==> src/rtl/pe_feeder_pkg.sv <==
// pe_feeder_pkg: shared read-FSM type and sizing constants for the PE operand feeder
package pe_feeder_pkg;
  localparam int MAX_K_DEF = 5;
  localparam int DEPTH_DEF = MAX_K_DEF * MAX_K_DEF;
  localparam int CNT_W     = 8;
  typedef enum logic [1:0] {R_IDLE, R_IPSUM, R_STREAM, R_OPSUM} rd_state_t;
  function automatic int idx_w(input int depth);
    return depth > 1 ? $clog2(depth) : 1;
  endfunction
endpackage

==> src/rtl/pe_act_bank.sv <==
// pe_act_bank: one ping-pong bank holding a window of KK activations plus its ipsum
//   i_clr      clears fill state (config)       i_rel     clears fill state (read done)
//   i_kk       activations per window            i_rd_idx  read index into the window
//   i_act_we/i_act_data, i_ips_we/i_ips_data     write strobes, only asserted when room
//   o_act_room/o_ips_room  bank can take more    o_full    complete window held
//   o_done     last item arrives this cycle      o_act/o_ipsum  read data
module pe_act_bank
  import pe_feeder_pkg::*;
#(
  parameter int ACT_W  = 8,
  parameter int PSUM_W = 24,
  parameter int DEPTH  = DEPTH_DEF
) (
  input  logic                clk,
  input  logic                rst,
  input  logic                i_clr,
  input  logic                i_rel,
  input  logic [CNT_W-1:0]    i_kk,
  input  logic [idx_w(DEPTH)-1:0] i_rd_idx,
  input  logic                i_act_we,
  input  logic [ACT_W-1:0]    i_act_data,
  input  logic                i_ips_we,
  input  logic [PSUM_W-1:0]   i_ips_data,
  output logic                o_act_room,
  output logic                o_ips_room,
  output logic                o_full,
  output logic                o_done,
  output logic [ACT_W-1:0]    o_act,
  output logic [PSUM_W-1:0]   o_ipsum
);
  localparam int IW = idx_w(DEPTH);
  logic [ACT_W-1:0]  r_mem [DEPTH];
  logic [PSUM_W-1:0] r_ipsum;
  logic [CNT_W-1:0]  r_cnt, w_cnt_n;
  logic              r_ips_got, r_full, w_ips_n, w_done;
  assign w_cnt_n    = r_cnt + CNT_W'(i_act_we);
  assign w_ips_n    = r_ips_got | i_ips_we;
  // full is registered in the same edge that takes the final item
  assign w_done     = !r_full && w_ips_n && w_cnt_n == i_kk;
  assign o_act_room = !r_full && r_cnt < i_kk;
  assign o_ips_room = !r_full && !r_ips_got;
  assign o_full     = r_full;
  assign o_done     = w_done;
  assign o_act      = r_mem[i_rd_idx];
  assign o_ipsum    = r_ipsum;
  always_ff @(posedge clk or posedge rst)
    if (rst) begin
      r_cnt     <= '0;
      r_ips_got <= 1'b0;
      r_full    <= 1'b0;
    end else if (i_clr || i_rel) begin
      r_cnt     <= '0;
      r_ips_got <= 1'b0;
      r_full    <= 1'b0;
    end else begin
      r_cnt     <= w_cnt_n;
      r_ips_got <= w_ips_n;
      r_full    <= r_full | w_done;
    end
  always_ff @(posedge clk) begin
    if (i_act_we) r_mem[r_cnt[IW-1:0]] <= i_act_data;
    if (i_ips_we) r_ipsum <= i_ips_data;
  end
endmodule

==> src/rtl/pe_operand_feeder.sv <==
// pe_operand_feeder: buffers weights and ping-pong activation windows, replays the PE sequence
//   cfg_start/kernel_size/cfg_err   configuration and invalid-K flag
//   wt_*  weight stream (K*K beats)   act_*  window activations   ips_*  window ipsum
//   pe_ready/pe_ipsum/pe_act/pe_wt    PE-side interface           busy  read FSM active
module pe_operand_feeder
  import pe_feeder_pkg::*;
#(
  parameter int ACT_W  = 8,
  parameter int WT_W   = 8,
  parameter int PSUM_W = 24,
  parameter int MAX_K  = MAX_K_DEF
) (
  input  logic              clk,
  input  logic              rst,
  input  logic              cfg_start,
  input  logic [7:0]        kernel_size,
  output logic              cfg_err,
  input  logic              wt_valid,
  output logic              wt_ready,
  input  logic [WT_W-1:0]   wt_data,
  input  logic              act_valid,
  output logic              act_ready,
  input  logic [ACT_W-1:0]  act_data,
  input  logic              ips_valid,
  output logic              ips_ready,
  input  logic [PSUM_W-1:0] ips_data,
  output logic              pe_ready,
  output logic [PSUM_W-1:0] pe_ipsum,
  output logic [ACT_W-1:0]  pe_act,
  output logic [WT_W-1:0]   pe_wt,
  output logic              busy
);
  localparam int DEPTH = MAX_K * MAX_K;
  localparam int IW    = idx_w(DEPTH);
  rd_state_t        r_state, w_state_n;
  logic [CNT_W-1:0] r_kk, r_wcnt, r_idx;
  logic             r_cfg_err, r_loading, r_wl, r_rd_sel, r_wr_sel;
  logic [WT_W-1:0]  r_wt [DEPTH];
  logic             w_cfg, w_k_bad, w_last, w_wt_fire;
  logic [1:0]       w_full, w_done, w_act_room, w_ips_room;
  logic [ACT_W-1:0] w_act [2];
  logic [PSUM_W-1:0] w_ipsum [2];
  assign w_cfg     = cfg_start && r_state == R_IDLE;
  assign w_k_bad   = kernel_size == '0 || kernel_size > CNT_W'(MAX_K);
  assign w_wt_fire = wt_valid && r_loading;
  assign w_last    = r_state == R_STREAM && r_idx == r_kk - 1'b1;
  assign wt_ready  = r_loading;
  assign act_ready = r_wl && w_act_room[r_wr_sel];
  assign ips_ready = r_wl && w_ips_room[r_wr_sel];
  assign cfg_err   = r_cfg_err;
  for (genvar b = 0; b < 2; b++) begin : g_bank
    pe_act_bank #(.ACT_W(ACT_W), .PSUM_W(PSUM_W), .DEPTH(DEPTH)) u_bank (
      .clk        (clk),
      .rst        (rst),
      .i_clr      (w_cfg),
      .i_rel      (w_last && r_rd_sel == 1'(b)),
      .i_kk       (r_kk),
      .i_rd_idx   (r_idx[IW-1:0]),
      .i_act_we   (act_valid && act_ready && r_wr_sel == 1'(b)),
      .i_act_data (act_data),
      .i_ips_we   (ips_valid && ips_ready && r_wr_sel == 1'(b)),
      .i_ips_data (ips_data),
      .o_act_room (w_act_room[b]),
      .o_ips_room (w_ips_room[b]),
      .o_full     (w_full[b]),
      .o_done     (w_done[b]),
      .o_act      (w_act[b]),
      .o_ipsum    (w_ipsum[b])
    );
  end
  always_ff @(posedge clk or posedge rst)
    if (rst) begin
      r_kk      <= '0;
      r_cfg_err <= 1'b0;
      r_loading <= 1'b0;
      r_wl      <= 1'b0;
      r_wcnt    <= '0;
      r_wr_sel  <= 1'b0;
    end else if (w_cfg) begin
      r_kk      <= kernel_size * kernel_size;
      r_cfg_err <= w_k_bad;
      r_loading <= !w_k_bad;
      r_wl      <= 1'b0;
      r_wcnt    <= '0;
      r_wr_sel  <= 1'b0;
    end else begin
      if (w_wt_fire) begin
        r_wcnt <= r_wcnt + 1'b1;
        if (r_wcnt == r_kk - 1'b1) begin
          r_loading <= 1'b0;
          r_wl      <= 1'b1;
        end
      end
      // only the write bank can complete, so any done flips the writer
      if (|w_done) r_wr_sel <= !r_wr_sel;
    end
  always_ff @(posedge clk)
    if (w_wt_fire) r_wt[r_wcnt[IW-1:0]] <= wt_data;
  always_ff @(posedge clk or posedge rst)
    if (rst) begin
      r_state  <= R_IDLE;
      r_idx    <= '0;
      r_rd_sel <= 1'b0;
    end else begin
      r_state <= w_state_n;
      r_idx   <= r_state == R_STREAM ? r_idx + 1'b1 : '0;
      if (w_cfg) r_rd_sel <= 1'b0;
      else if (w_last) r_rd_sel <= !r_rd_sel;
    end
  // a config pulse wins over starting a window, since it empties the banks
  always_comb
    w_state_n = r_state == R_IPSUM  ? R_STREAM :
                r_state == R_STREAM ? (w_last ? R_OPSUM : R_STREAM) :
                (w_full[r_rd_sel] && !w_cfg) ? R_IPSUM : R_IDLE;
  always_comb begin
    pe_ready = (r_state == R_IDLE || r_state == R_OPSUM) && w_full[r_rd_sel] && !w_cfg;
    pe_ipsum = r_state == R_IPSUM ? w_ipsum[r_rd_sel] : '0;
    pe_act   = r_state == R_STREAM ? w_act[r_rd_sel] : '0;
    pe_wt    = r_state == R_STREAM ? r_wt[r_idx[IW-1:0]] : '0;
    busy     = r_state != R_IDLE;
  end
endmodule

==> config.mk <==
export PLATFORM = sky130hd
export DESIGN_NAME = pe_operand_feeder
export DESIGN_NICKNAME = d
export VERILOG_FILES = /design/src/rtl/pe_feeder_pkg.sv /design/src/rtl/pe_act_bank.sv /design/src/rtl/pe_operand_feeder.sv
export SDC_FILE = /design/constraint.sdc
export NUM_CORES = 1
export LEC_CHECK = 0
export CAP_MARGIN = 20
export CORE_ASPECT_RATIO = 0.9
export CORE_MARGIN = 1
export CORE_UTILIZATION = 55
export DETAILED_ROUTE_END_ITERATION = 8
export PLACE_DENSITY_LB_ADDON = 0.15
export SYNTH_ARGS = -nofsm -noshare
export SYNTH_HDL_FRONTEND = slang
export SYNTH_SLANG_ARGS = --single-unit
==> constraint.sdc <==
create_clock -name clk -period 3.6 [get_ports clk]
set_input_delay 0.54 -clock clk [delete_from_list [all_inputs] [get_ports clk]]
set_output_delay 0.54 -clock clk [all_outputs]
set_load 0.01 [all_outputs]
After elaboration in Yosys (flattened, before gate mapping)
Memory sizes are Yosys's and may differ from the RTL's. Cells that the tools add are included.

Bits in latches: 0. Output and inout bits: 46. Bits in writable memories: 600. Bits of input ports: 54. Word-level logic and storage cells: 135. ROM bits: 0. Bits in registers: 99. Memories kept: 3.

Memory list: g_bank[0].u_bank.r_mem (depth 25, width 8, rd ports 1, clocked after Yosys merged registers in 0, wr ports 1, RTL line pe_act_bank.sv:32) `logic [ACT_W-1:0] r_mem [DEPTH];`; g_bank[1].u_bank.r_mem (depth 25, width 8, rd ports 1, clocked after Yosys merged registers in 0, wr ports 1, RTL line pe_act_bank.sv:32); r_wt (depth 25, width 8, rd ports 1, clocked after Yosys merged registers in 0, wr ports 1, RTL line pe_operand_feeder.sv:38) `logic [WT_W-1:0] r_wt [DEPTH];`.

$lt $le $gt $ge: 6. Add/sub/neg operators: 5. Bitwise gates (word level): 7. $mul: 1. Equality and inequality tests: 7. Reduce and logical (&&, ||, !) cells: 45. Shift-type cells: 0. Multiplexer cells: 44. Divide/modulo/power cells: 0.

Operators by type and width (number): $mux W24 (4); $mux W8 (10); $eq A8 B8 Y1 (4); $mux W1 (28); $logic_and A1 B1 Y1 (24); $add A8 B1 Y8 (2); $add A8 B1 Y8 const B (2); $lt A8 B8 Y1 (2); $reduce_bool A2 Y1 (5); $gt A8 B3 Y1 const B (1); $logic_not A1 Y1 (8); $logic_not A8 Y1 (1); $mul A8 B8 Y8 (1); $sub A8 B1 Y8 const B (1); $eq A2 B2 Y1 const B (2); $logic_or A1 B1 Y1 (4); $lt A1 B2 Y1 const B (2); $mux W2 (2); $or A1 B1 Y1 (4); $eq A2 B1 Y1 const B (1); $ge A2 B2 Y1 const B (1); $logic_not A2 Y1 (1); $not A1 Y1 (2); $not A1 Y2 (1); other kinds (2) (2).

Logic depth before layout (Yosys ltp)
Word-level depth: 13. Mapped depth: 18. Gate-level depth less buffers: 15.

By module
Synthesis repeated with hierarchy kept, for this count alone.

Cell total of the unflattened synthesis: 1581. Area, all modules: 29474.5 um^2.

By module, submodules not included: pe_operand_feeder (cells an instance 696, area an instance 10776.6 um^2, sequential area each 6756.5 um^2, instances 1); pe_act_bank at g_bank[0].u_bank (cells an instance 445, area an instance 9409.0 um^2, sequential area each 6976.7 um^2, instances 1); pe_act_bank at g_bank[1].u_bank (cells an instance 440, area an instance 9288.9 um^2, sequential area each 6976.7 um^2, instances 1).

Worst setup path after synthesis
OpenSTA, ideal clock, no wires.

Path kind: flip-flop to flip-flop. Start: register r_kk[7]. End: register r_wr_sel. Cell stages (with the launch flop): 18. Library setup time: 0.086 ns. Data required time: 3.514 ns. Arrival: 3.505 ns. Path slack: 0.009 ns. Cells stage by stage: dfrtp_1 -> clkbuf_1 -> inv_1 -> ha_1 -> a2111o_1 -> a311o_1 -> buf_2 -> buf_2 -> inv_1 -> ha_1 -> ha_1 -> clkbuf_1 -> xor2_1 -> xnor2_1 -> nor4_1 -> o2111a_1 -> nor3_1 -> nor3_1.

Longest elaborated chain between the ends: 12. Elaborated cells on any way between the ends: 18. Those cells by class: add/sub (2); order compare (2); eq/ne (2); mux (2); reduce/logical (10).

Ends and longest elaborated chain: start, declared (RTL line pe_operand_feeder.sv:36) `logic [CNT_W-1:0] r_kk, r_wcnt, r_idx;`; start signal, assigned (RTL line pe_operand_feeder.sv:80) `r_kk <= kernel_size * kernel_size;`; $lt A8 B8 Y1 (RTL line pe_act_bank.sv:40) `assign o_act_room = !r_full && r_cnt < i_kk;`; $logic_and A1 B1 Y1 (RTL line pe_act_bank.sv:40); $mux W1 (not written as such) (2 in series) (RTL line pe_operand_feeder.sv:48) `assign act_ready = r_wl && w_act_room[r_wr_sel];`; $logic_and A1 B1 Y1 (RTL line pe_operand_feeder.sv:48); $logic_and A1 B1 Y1 (2 in series) (RTL line pe_operand_feeder.sv:59) `.i_act_we (act_valid && act_ready && r_wr_sel == 1'(b)),`; $add A8 B1 Y8 (RTL line pe_act_bank.sv:36) `assign w_cnt_n = r_cnt + CNT_W'(i_act_we);`; $eq A8 B8 Y1 (RTL line pe_act_bank.sv:39) `assign w_done = !r_full && w_ips_n && w_cnt_n == i_kk;`; $logic_and A1 B1 Y1 (RTL line pe_act_bank.sv:39); $reduce_or A2 Y1 * (RTL line pe_operand_feeder.sv:95) `if (|w_done) r_wr_sel <= !r_wr_sel;`; $reduce_bool A2 Y1 (no source line) *; end signal, assigned (RTL line pe_operand_feeder.sv:95); end, declared (RTL line pe_operand_feeder.sv:37) `logic r_cfg_err, r_loading, r_wl, r_rd_sel, r_wr_sel;`.

Mark *: on every way between the ends. The rest lies on a longest branch, timed or not. The select of a mux whose other input is x is not followed. A chain may end at the register's enable or synchronous reset.

Worst setup path after layout
Start: register r_idx[0]. End: output port pe_act[5].

Longest elaborated chain between the ends: 5. Elaborated cells on any way between the ends: 6. Those cells by class: mux (4); memory (2).

Ends and longest elaborated chain: start, declared (RTL line pe_operand_feeder.sv:36); start signal, assigned (RTL line pe_operand_feeder.sv:106) `r_idx <= r_state == R_STREAM ? r_idx + 1'b1 : '0;`; $mem_v2 Z25 W8; $mux W8 (not written as such) * (3 in series) (RTL line pe_operand_feeder.sv:118) `pe_act = r_state == R_STREAM ? w_act[r_rd_sel] : '0;`; $mux W8 * (RTL line pe_operand_feeder.sv:118); end, declared (RTL line pe_operand_feeder.sv:29) `output logic [ACT_W-1:0] pe_act,`.

Marked as above.

==> out/qor.csv <==
metric,value,unit
result of the run,"finished, final reports clean",
post-CTS clock slew at the launch and capture registers of the worst setup and hold paths,60,ps
antenna violations before repair,0,
most area-hungry cell type in the Yosys netlist,edfxtp_1,
worst skew pair latency,620,ps
routed length per placed instance,25.24,um
post-route cell area,34550,sq um
CP Class,flip-flop to output pin,
number of I/O port buffers,99,
post-route antenna net violation count,0,
Fin Clk Skew,26.44,ps
CTS tree,done,
total via count in the routed design,15310,
Initial Utilization,55.97,%
total wirelength of the detailed-routed design,64270,um
vias in the first global route,15110,
chip width,244.5,um
number of buffers created by CTS,72,
Final Cycle Share,99.72,%
Power Dens Cells,485.2,nW/um^2
post-detail-place hpwl,40630,um
die extent in y,220.2,um
Mean Syn Cell Area,18.71,sq um
kind of capture point of the worst setup path,output pin,
highest-count cells in the layout ignoring fill and taps,"edfxtp_1, mux4_2, buf_4",
Worst-Margin Slew,1064,ps
maximum net fanout on the critical path,6,
length of the first detailed-routing pass in iterations,5,
core region area,51990,sq um
global router's overall resource usage,24.52,%
CTS max path bufs,3,
most frequent standard cell in the layout excluding fill and tap cells,edfxtp_1,
setup repair after global routing missed its margin,yes,
cts hold-fix bufs,0,
Root Buffer,clkbuf_16,
"top cells by area, synth","edfxtp_1, mux4_2, dfrtp_1, mux2i_1, ha_1",
required time of the critical path,3060,ps
unique cell type count in the Yosys netlist,58,
Sequential cell area,20730,sq um
global-route congestion overflow total,0,
number of synthesized register bits,698,
total of fill cells in the finished design,3495,
initial drt markers,1365,
# IOs,100,
total area of multi-input combinational cells,8078,sq um
Placement Rows,79,
# DRC,0,
highest attainable clock frequency,0.2786,GHz
register-to-register path setup slack,250,ps
cells on worst reg2reg path,14,
layout cell share with drive strength beyond 1,28.31,%
die outline area,53830,sq um
summed negative setup slack over all endpoints,0,ps
Yosys warning total,0,
top-area cell type share of the netlist area,66.87,%
static leakage,11.34,nW
diode insertion count for antenna repair,0,
number of pins exceeding their max-slew limit in the final report,0,
worst flop-to-flop path endpoint,r_wr_sel$_DFFE_PP0P_,
layout overhead on the synthesized area,18.73,%
peak supply drop,434.2,uV
most common flop cell mapped by yosys,edfxtp_1,
cell area reported after detailed placement,31660,sq um
max-cap violation count,0,
area of the mapped netlist,29100,sq um
clock period minus final worst setup slack,3590,ps
Post-synth EDFFs,648,
final hold viol count,0,
worst slew slack as a fraction of its limit,28.88,%
vias per inst,6.014,
Worst R2R Start,r_kk[0]$_DFFE_PP0P_,
overall power of the completed layout,16.76,mW
maximum number of pins on one net before global-route repair,51,
nature of the critical path startpoint,flip-flop,
"Data arrival, critical path",3050,ps
deepest level of the CTS H-tree,3,
Total Nets Final,1900,
kind of path behind the tightest hold check,input pin to asynchronous set/reset pin,
Cells after Synth,1555,
Setup-failing EPs final,0,
global-route wire length before repair,95900,um
final weighted congestion of routability-driven global placement,0.8184,
total clock sinks,698,
register area share after synthesis,71.17,%
share of synthesized flip-flops with an asynchronous set or reset,7.163,%
metal layers:
| metal | up-vias | GRT usage [%] | wire (um) |
|---|---|---|---|
| met1 | 7943 | 36.66 | 27650 |
| li1 | 6703 | - | - |
| met3 | 103 | 4.694 | 4805 |
| met4 | 0 | 5.771 | 1087 |
| met5 | - | 0 | 0 |
| met2 | 562 | 37.86 | 30720 |
how the worst max path moves through the flow:
stage                        startpoint                    to  slack [ps]  cells past startpoint
finish               r_idx[0]$_DFF_PP0_             pe_act[5]          10                      9
CTS                  r_idx[0]$_DFF_PP0_             pe_act[4]         -70                      8
global route         r_idx[0]$_DFF_PP0_             pe_act[6]         -70                      7
detailed placement       kernel_size[3]   r_kk[7]$_DFFE_PP0P_        -250                     13
floorplan           r_kk[7]$_DFFE_PP0P_  r_wr_sel$_DFFE_PP0P_           9                     17
global placement         kernel_size[3]   r_kk[7]$_DFFE_PP0P_        -190                     13
sequential cells by signal, summed over array words and instances, names as in the netlist, 2 cells and up:
name / cells
r_idx: 8
r_wt: 200
r_wcnt: 8
g_bank.u_bank.o_full: 2
r_kk: 7
r_state: 2
g_bank.u_bank.r_mem: 400
g_bank.u_bank.r_ips_got: 2
g_bank.u_bank.r_cnt: 16
g_bank.u_bank.o_ipsum: 48
cells in the mapped netlist (15+ instances only):
cell type,n
clkbuf_1,51
nor3_1,54
nor2_1,75
inv_1,29
buf_2,25
ha_1,34
nand2_1,55
nor2b_1,25
a21oi_1,19
mux4_2,168
nand3_1,15
o21ai_0,26
edfxtp_1,648
xor2_1,25
nand2b_1,15
o211ai_1,17
dfrtp_1,50
mux2i_1,48
xnor2_1,32
and2_1,19
report_power, final:
group	internal (mW)	switching (mW)	total, mW
registers	8.89	0.0293	8.92
logic	0.357	0.435	0.793
clock network	4.01	3.05	7.05
total	13.3	3.51	16.8
layout make-up:
type	count	area share [%]
multi-input combinational	739	23.38
clock buffer	88	5.512
inverter	30	0.3259
clock inverter	41	0.9307
timing repair buffer	262	7.369
tap	688	2.491
sequential	698	59.99
metrics by stage:
stage	util, %	worst slack (ps)	std cells	hold slack, ps
floorplan	-	8.826	1556	486.9
global placement	60.90	-193.7	2379	483.7
detailed placement	60.90	-246.9	2379	495.6
CTS	66.22	-66.93	2542	353.3
global route	66.45	-68.09	2546	392.4
finish	66.45	10.01	2546	364.6
repair_timing:
action,4_1_cts,5_1_grt
resized for setup,85,43
pin swaps,6,16
endpoints found under the hold margin,0,0
buffers inserted,28,3
setup endpoints to repair,16,19
gates cloned,6,1
kinds of logic after synthesis:
group                    after synthesis  share of synthesized area (%)
flip-flops                           698                          71.17
AND/OR/NAND/NOR                      306                          5.422
multiplexers                         225                          15.00
buffers and inverters                119                          1.746
AO/OA/AOI/OAI                         99                          2.309
XOR/XNOR                              64                          2.257
adder cells (fa/ha/maj)               43                          2.081
other                                  1                        0.01289
critical path, stage by stage (launching register included):
cell and delay, ps:
dfrtp_4 500, buf_12 160, buf_12 150, buf_12 130
buf_6 110, mux4_2 430, mux4_2 520, o21ai_2 150
a221oi_2 100, buf_2 200
Note: power is estimated with default switching activity, not from simulation.
